$ cat config.mk
export PLATFORM = sky130hd
export DESIGN_NAME = branch_resolve
export DESIGN_NICKNAME = d
export VERILOG_FILES = /design/src/rtl/riscv_pkg.sv /design/src/rtl/branch_taken_dec.sv /design/src/rtl/branch_resolve.sv
export SDC_FILE = /design/constraint.sdc
export NUM_CORES = 1
export LEC_CHECK = 0
export ABC_AREA = 1
export CAP_MARGIN = 5
export CORE_MARGIN = 2
export CORE_UTILIZATION = 49
export DETAILED_ROUTE_END_ITERATION = 8
export MAX_ROUTING_LAYER = met4
export PLACE_DENSITY = 0.77
export SLEW_MARGIN = 20
export SYNTH_ARGS = -nofsm -noshare
export SYNTH_HDL_FRONTEND = slang
export SYNTH_SLANG_ARGS = --single-unit
$ cat constraint.sdc
create_clock -name CLK -period 3.36 [get_ports CLK]
set_input_delay 0.504 -clock CLK [delete_from_list [all_inputs] [get_ports CLK]]
set_output_delay 0.504 -clock CLK [all_outputs]
set_load 0.005 [all_outputs]
$ cat src/rtl/riscv_pkg.sv
// riscv_pkg: shared definitions for the branch resolution stage.
//   - funct3 encodings of the conditional branches
//   - bit positions inside the comparator flag vector
//   - state type of the resolution FSM
package riscv_pkg;

  localparam logic [2:0] F3_BEQ  = 3'b000;
  localparam logic [2:0] F3_BNE  = 3'b001;
  localparam logic [2:0] F3_BLT  = 3'b100;
  localparam logic [2:0] F3_BGE  = 3'b101;
  localparam logic [2:0] F3_BLTU = 3'b110;
  localparam logic [2:0] F3_BGEU = 3'b111;

  localparam int unsigned COND_EQ  = 2;
  localparam int unsigned COND_SGT = 1;
  localparam int unsigned COND_UGT = 0;

  typedef enum logic [0:0] {
    ST_IDLE     = 1'b0,
    ST_REDIRECT = 1'b1
  } br_state_e;

endpackage

$ cat src/rtl/branch_taken_dec.sv
// branch_taken_dec: combinational branch condition decoder.
// Ports:
//   funct3_i  - branch condition select
//   cond_i    - comparator flags {A==B, A>B signed, A>B unsigned}
//   taken_o   - condition holds
//   illegal_o - funct3 is not a defined branch encoding
module branch_taken_dec
  import riscv_pkg::*;
(
  input  logic [2:0] funct3_i,
  input  logic [2:0] cond_i,
  output logic       taken_o,
  output logic       illegal_o
);

  logic eq_s;
  logic sgt_s;
  logic ugt_s;

  assign eq_s  = cond_i[COND_EQ];
  assign sgt_s = cond_i[COND_SGT];
  assign ugt_s = cond_i[COND_UGT];

  // Decode the branch condition; "less than" is neither equal nor greater.
  always_comb begin
    taken_o   = 1'b0;
    illegal_o = 1'b0;
    case (funct3_i)
      F3_BEQ:  taken_o = eq_s;
      F3_BNE:  taken_o = ~eq_s;
      F3_BLT:  taken_o = ~eq_s & ~sgt_s;
      F3_BGE:  taken_o = eq_s | sgt_s;
      F3_BLTU: taken_o = ~eq_s & ~ugt_s;
      F3_BGEU: taken_o = eq_s | ugt_s;
      default: begin
        taken_o   = 1'b0;
        illegal_o = 1'b1;
      end
    endcase
  end

endmodule

$ cat src/rtl/branch_resolve.sv
// branch_resolve: branch/jump resolution between execute and fetch.
// Decides taken/not-taken, computes target and link address, issues a held
// redirect toward fetch and keeps wrapping branch/taken statistics.
// Ports:
//   CLK, RST                    - clock, synchronous active-high reset
//   in_valid / in_ready         - operation handshake (ready only in IDLE)
//   is_branch/is_jal/is_jalr    - control-transfer type (jalr > jal > branch)
//   funct3, cond                - branch condition select and comparator flags
//   pc, imm, rs1                - operands for target / link computation
//   res_valid, res_taken,
//   link_pc, misalign, illegal  - per-operation result, one-cycle pulse
//   redirect_valid/_pc/_ready   - redirect handshake toward fetch
//   br_count, taken_count       - wrapping statistics counters
module branch_resolve
  import riscv_pkg::*;
#(
  parameter int CNT_W = 32
) (
  input  logic             CLK,
  input  logic             RST,
  input  logic             in_valid,
  output logic             in_ready,
  input  logic             is_branch,
  input  logic             is_jal,
  input  logic             is_jalr,
  input  logic [2:0]       funct3,
  input  logic [2:0]       cond,
  input  logic [31:0]      pc,
  input  logic [31:0]      imm,
  input  logic [31:0]      rs1,
  output logic             res_valid,
  output logic             res_taken,
  output logic [31:0]      link_pc,
  output logic             redirect_valid,
  output logic [31:0]      redirect_pc,
  input  logic             redirect_ready,
  output logic             misalign,
  output logic             illegal,
  output logic [CNT_W-1:0] br_count,
  output logic [CNT_W-1:0] taken_count
);

  br_state_e        state_q;
  logic             res_valid_q;
  logic             res_taken_q;
  logic [31:0]      link_pc_q;
  logic [31:0]      redirect_pc_q;
  logic             misalign_q;
  logic             illegal_q;
  logic [CNT_W-1:0] br_count_q;
  logic [CNT_W-1:0] taken_count_q;

  logic        dec_taken_s;
  logic        dec_illegal_s;
  logic        sel_br_s;
  logic        taken_s;
  logic        illegal_s;
  logic        misalign_s;
  logic        go_redirect_s;
  logic [31:0] target_s;

  branch_taken_dec u_dec (
    .funct3_i  (funct3),
    .cond_i    (cond),
    .taken_o   (dec_taken_s),
    .illegal_o (dec_illegal_s)
  );

  // Resolve type priority, target address and alignment for the offered op.
  always_comb begin
    sel_br_s      = 1'b0;
    taken_s       = 1'b0;
    illegal_s     = 1'b0;
    target_s      = pc + imm;
    if (is_jalr) begin
      taken_s  = 1'b1;
      target_s = (rs1 + imm) & ~32'h0000_0001;
    end else if (is_jal) begin
      taken_s  = 1'b1;
    end else if (is_branch) begin
      sel_br_s  = 1'b1;
      taken_s   = dec_taken_s;
      illegal_s = dec_illegal_s;
    end else begin
      taken_s  = 1'b0;
    end
    // A taken target with bit 1 set is reported instead of redirected.
    misalign_s    = taken_s & target_s[1];
    go_redirect_s = taken_s & ~target_s[1];
  end

  // Resolution FSM with registered results, redirect and counters.
  always_ff @(posedge CLK) begin
    if (RST) begin
      state_q       <= ST_IDLE;
      res_valid_q   <= 1'b0;
      res_taken_q   <= 1'b0;
      link_pc_q     <= 32'h0000_0000;
      redirect_pc_q <= 32'h0000_0000;
      misalign_q    <= 1'b0;
      illegal_q     <= 1'b0;
      br_count_q    <= '0;
      taken_count_q <= '0;
    end else begin
      res_valid_q <= 1'b0;
      misalign_q  <= 1'b0;
      illegal_q   <= 1'b0;
      case (state_q)
        ST_IDLE: begin
          if (in_valid) begin
            res_valid_q <= 1'b1;
            res_taken_q <= taken_s;
            link_pc_q   <= pc + 32'd4;
            misalign_q  <= misalign_s;
            illegal_q   <= illegal_s;
            if (sel_br_s) begin
              br_count_q <= br_count_q + {{(CNT_W-1){1'b0}}, 1'b1};
              if (taken_s) begin
                taken_count_q <= taken_count_q + {{(CNT_W-1){1'b0}}, 1'b1};
              end
            end
            if (go_redirect_s) begin
              redirect_pc_q <= target_s;
              state_q       <= ST_REDIRECT;
            end
          end
        end
        ST_REDIRECT: begin
          if (redirect_ready) begin
            state_q <= ST_IDLE;
          end
        end
        default: state_q <= ST_IDLE;
      endcase
    end
  end

  assign in_ready       = (state_q == ST_IDLE);
  assign redirect_valid = (state_q == ST_REDIRECT);
  assign res_valid      = res_valid_q;
  assign res_taken      = res_taken_q;
  assign link_pc        = link_pc_q;
  assign redirect_pc    = redirect_pc_q;
  assign misalign       = misalign_q;
  assign illegal        = illegal_q;
  assign br_count       = br_count_q;
  assign taken_count    = taken_count_q;

endmodule

; Word level (Yosys, flattened, before mapping)
; Index checks and enable logic that the tools add are counted.
[word_totals]
reg_bits = 133
latch_bits = 0
ram_bits = 0
mem_bits_ro = 0
inputBits = 109
out_inout_bits = 134
word_cells = 55
mem_count = 0
[classes]
addsub = 5
multipliers = 0
n_div = 0
magnitude_cmp = 0
n_eq_ne = 5
n_shift = 0
mux = 14
bitwise = 13
n_reduce_logical = 9
[op_table]
columns = operator, n
row1 = "adder 32 x 1 -> 32 bit, second input constant", 2
row2 = adder 32 bit, 2
row3 = "adder 32 x 3 -> 32 bit, second input constant", 1
row4 = two-way mux 32 bit, 1
row5 = "== test 3 bit, second input constant", 4
row6 = OR reduction 6 bit, 2
row7 = two-way mux 1 bit, 11
row8 = NOT 1 bit, 7
row9 = case mux 1 bit (6 select lines), 1
row10 = AND reduction 3 bit, 2
row11 = bitwise AND 1 bit, 4
row12 = AND reduction 4 bit, 1
row13 = "== test 3 x 1 -> 1 bit, second input constant", 1
row14 = zero test 3 bit, 1
row15 = OR reduction 3 bit, 1
row16 = bitwise OR 1 bit, 2
row17 = case mux 1 bit (2 select lines), 1
row18 = AND reduction 2 bit, 1
row19 = OR reduction 2 bit, 1

; Logic depth before layout (Yosys ltp)
[logic_depth]
depth_word = 10
depth_mapped = 16
depth_no_buf = 16

; By module
; Synthesis repeated with hierarchy kept, for this count alone.
[hier_totals]
hier_cells = 2037
hier_area_um2 = 11691.2
[modules_own_cells]
columns = module, n_inst, cells_per_inst, area_each_um2
row1 = branch_resolve, 1, 2014, 11596.1
row2 = branch_taken_dec, 1, 23, 95.1

; Worst setup path after synthesis
; No wires, ideal clock.
[synth_timing]
path_type = input -> register
from = input pc[0]
to = register redirect_pc_q[28] (netlist: redirect_pc[28])
setup_time_ns = 0.109
arrival_time_ns = 1.905
t_required_ns = 3.251
slack_ns = 1.346
stages = 15
path_buffers = 0
path_cell_list = ha_1 > inv_1 > fa_1 > inv_1 > nand3_1 > nand3_1 > nand3_1 > nand3_1 > nand2_1 > nand2_1 > nand2_1 > nand3_1 > nand3_1 > nand2_1 > inv_1
[synth_between]
elab_chain_len = 5
[synth_rtl]
columns = element, line
row1 = start: declaration, branch_resolve.sv:28  ; input logic [31:0] pc,
row2 = adder 32 bit *, branch_resolve.sv:74  ; target_s = pc + imm;
row3 = two-way mux 32 bit *, branch_resolve.sv:75  ; if (is_jalr) begin
row4 = NOT 1 bit, branch_resolve.sv:89  ; go_redirect_s = taken_s & ~target_s[1];
row5 = bitwise AND 1 bit, branch_resolve.sv:89
row6 = AND reduction 3 bit (no line), -
row7 = end signal: assignment, branch_resolve.sv:123  ; redirect_pc_q <= target_s;
row8 = end: declaration, branch_resolve.sv:47  ; logic [31:0] redirect_pc_q;
; Every way passes the cells marked *; elsewhere a longest branch is shown, timed or not.
; A chain may end at the register's enable or synchronous reset.

; Worst setup path after layout
[layout_timing]
from = input pc[5]
to = register redirect_pc_q[23] (netlist: redirect_pc[23])
[layout_between]
elab_chain_len = 2
[layout_rtl]
columns = element, line
row1 = adder 32 bit, branch_resolve.sv:74
row2 = two-way mux 32 bit, branch_resolve.sv:75
; Every way passes these cells.

==> flow_metrics.tcl <==
set metrics [dict create \
    fp.dieH_um 159 \
    seq_area_frac_synth_pct 22.5 \
    start_util_pct 50.2 \
    finalCritPeriodShare_pct 77.6 \
    io_pins 243 \
    r2r-end "taken_count[20]" \
    cp_max_fo 5 \
    critPathTopFamily "simple AND/OR/NAND/NOR gates" \
    worst_slew_pin_slew_ns 0.719 \
    drv_slew 0 \
    ys_ff_latch 133 \
    synth-async-reset-ratio_pct 0 \
    cap_violations 0 \
    leakagePower_uw 0.00757 \
    ff2ff_setup_slack_ns 1.18 \
    overflow 0 \
    drtIter0Drc 1193 \
    cts_setup_buffers 0 \
    cp_common_cell "nand2_1" \
    period_minus_slack_ns 2.61 \
    ctsResizeCount 0 \
    grt_first_pass_wirelength_um 67400 \
    path_class "in -> reg" \
    synthTopCellsByArea "dfxtp_1 23%, nand2_1 22%, inv_1 12%" \
    synth_top_flop_cell "dfxtp_1" \
    finalClockSkew_ns 0.0119 \
    crit_buf_inv 2 \
    fmax_ghz 0.384 \
    ir_drop_uv 291 \
    power.density_nw_per_um2 342 \
    wl_um 43200 \
    dpl_worst_slack_ns 0.371 \
    cts_tree "built" \
    crit_chain "clkdlybuf4s50_1 -> ha_1 -> nand2_1 -> nor2_1 -> nand3_1 -> nand2_1 -> nand2_1 -> nand2_1 -> nand2_1 -> nand2_1 -> nand2_1 -> nand3_1 -> nand3_1 -> nand2_1 -> inv_1" \
    regArea_um2 2660 \
    setup.worst_path.start "pc[5]" \
    hold_viol 0 \
    synth_top_area_share_pct 22.5 \
    drive_above_1_share_pct 3.29 \
    syn_avg_cell_area_um2 5.65 \
    finalSetupViolations 0 \
    grt_max_degree 60 \
    vias 14000 \
    rr_worst_depth 8 \
    ant_nets 0 \
    synth_nets 2266 \
    gp_congestion 1.02 \
    cts_htree_levels 4 \
    antenna_found_initial 0 \
    synth_cell_type_count 47 \
    grt_pass1_vias 12800 \
    avgViaCountPerCell 5.27 \
    endpoint "redirect_pc[23]" \
    cts_max_path_buffers 2 \
    hold_buffers 0 \
    multi_input_area_um2 7530 \
    netlist_area_um2 11800 \
    core_area_um2 23500 \
    dieArea_um2 25400 \
    hold_class "reg -> reg" \
    worst_slack_ns 0.754 \
    timing.rr.start "redirect_valid" \
    wl_per_cell_um 16.3 \
    diodes 0 \
    clk_latency_ns 0.43 \
    synth_warnings 0 \
    die_w_um 159 \
    yosysTopAreaCell "dfxtp_1" \
    required_ns 3.70 \
    rsz0062_at_grt "false" \
    hpwlAfterDp_um 35800 \
    cp-start-kind "input pin" \
    cts_made_buffers 17 \
    grt_usage_pct 34.2 \
    route.detailed.drc 0 \
    clock_sinks 133 \
    crit_slowest_cell "clkdlybuf4s50_1" \
    cp_slowest_stage_delay_ns 0.56 \
    n_fill_cell 2325 \
    synth-edff-count 0 \
    rows 56 \
    relSlewSlack_pct 52.0 \
    cp_data_arrival_time_ns 2.95 \
    syn_to_final_growth_pct 28.5 \
    clk_pin_slew_ns 0.08 \
    crit_cells 15 \
    first_pass_iters 6 \
    ctsRootBufferMaster "clkbuf_16" \
    worstSetupEndpointType "flop" \
    nets 2502 \
    port_buffers 242 \
    synth_cells 2091 \
    status "finished, final reports clean" \
    tns_ns 0 \
]
==> cell usage after synthesis (all sizes together) (2+ instances only) <==
cell      n
a21oi   131
clkbuf   25
and3      8
o21bai    5
nor2    222
inv     383
and2      3
dfxtp   133
xor2     35
nand3   153
a21boi    2
o21ai    80
nor3     44
nand4    17
o21a      3
buf      13
nand3b   13
nand2   699
or2       7
nor3b     2
fa        2
clkinv    3
o211ai   10
nor4      8
a21o      2
xnor2    20
ha       64
==> where the power goes <==
part,internal [uW],switching [uW]
clock network,1130,840
registers,1650,47.9
logic,602,927
==> layer usage <==
| layer | GRT usage, % | vias to the layer above | wire (um) |
|---|---|---|---|
| li1 | - | 6997 | - |
| met1 | 40.9 | 6295 | 17700 |
| met2 | 59.1 | 627 | 20800 |
| met3 | 4.48 | 85 | 3130 |
| met4 | 12.4 | 0 | 1600 |
| met5 | - | - | 0 |
==> worst reg2reg max path: stages, from the launching register on <==
cell,delay (ns)
dfxtp_1,0.31
inv_1,0.08
nand2_1,0.16
nor2_8,0.27
inv_4,0.11
a21oi_2,0.39
inv_1,0.48
nand2_1,0.19
a21oi_1,0.08
==> through the flow <==
stage | hold slack [ns] | utilization, % | total power (uW) | instances | area (um2)
CTS | 0.470 | 64.4 | 5190 | 2659 | 15200
global placement | 0.444 | 61.9 | 3220 | 2627 | 14600
finish | 0.464 | 64.4 | 5200 | 2659 | 15200
detailed placement | 0.455 | 61.9 | 3240 | 2627 | 14600
global route | 0.501 | 64.4 | 5440 | 2659 | 15200
floorplan | 0.449 | - | 2580 | 2091 | 11800
==> sequential cells by signal, indices dropped and copies added, names as in the netlist <==
name / count
taken_count: 32
br_count: 32
res_taken: 1
link_pc: 32
redirect_valid: 1
illegal: 1
res_valid: 1
redirect_pc: 32
misalign: 1
==> cells by family (layout without fill, tap and decap cells) <==
family | count (synthesis) | in the layout | share of synthesized area, %
fa+ha+maj | 66 | 66 | 7.12
buf+inv | 424 | 673 | 13.7
flops | 133 | 133 | 22.5
simple gates | 1176 | 1176 | 41.9
xor+xnor | 55 | 55 | 4.08
compound gates | 237 | 237 | 10.7
==> cells in the final DEF (no fill, tap or decap), types with 3 or more instances in the layout <==
cell             instances
nor3_1                  43
nand3_1                152
o21a_1                   3
inv_8                    3
a21oi_1                130
ha_1                    64
nand4_1                 16
xnor2_1                 20
and3_1                   8
nor2_1                 212
clkinvlp_4               3
dfxtp_1                133
nor4_1                   7
xor2_1                  35
o21ai_0                 65
and2_1                   3
nand2_1                695
inv_1                  379
buf_4                   13
inv_2                    3
o21ai_1                 15
inv_6                    5
clkdlybuf4s50_1        241
or2_2                    6
clkbuf_16               17
o211ai_1                10
nor2_4                   4
nor2_2                   4
o21bai_1                 5
clkinv_1                 3
nand3b_1                13
==> cell type report <==
class | count | share of cell area [%]
Multi-Input combinational cell | 1534 | 49.7
Sequential cell | 133 | 17.5
Timing Repair Buffer | 255 | 16.6
Inverter | 386 | 9.57
Clock buffer | 17 | 2.80
Tap cell | 319 | 2.63
Clock inverter | 15 | 1.22
==> worst min-delay path by stage <==
stage	depth (start not counted)	slack, ns	end	from
3_3_place_gp	2	0.44	redirect_pc[1]	redirect_pc[1]
5_1_grt	2	0.50	redirect_pc[4]	redirect_pc[4]
3_5_place_dp	2	0.46	redirect_pc[4]	redirect_pc[4]
4_1_cts	2	0.47	redirect_pc[1]	redirect_pc[1]
6_report	2	0.46	redirect_pc[1]	redirect_pc[1]
2_1_floorplan	2	0.45	redirect_pc[1]	redirect_pc[1]
No activity file was read; power rests on OpenSTA's default activity.
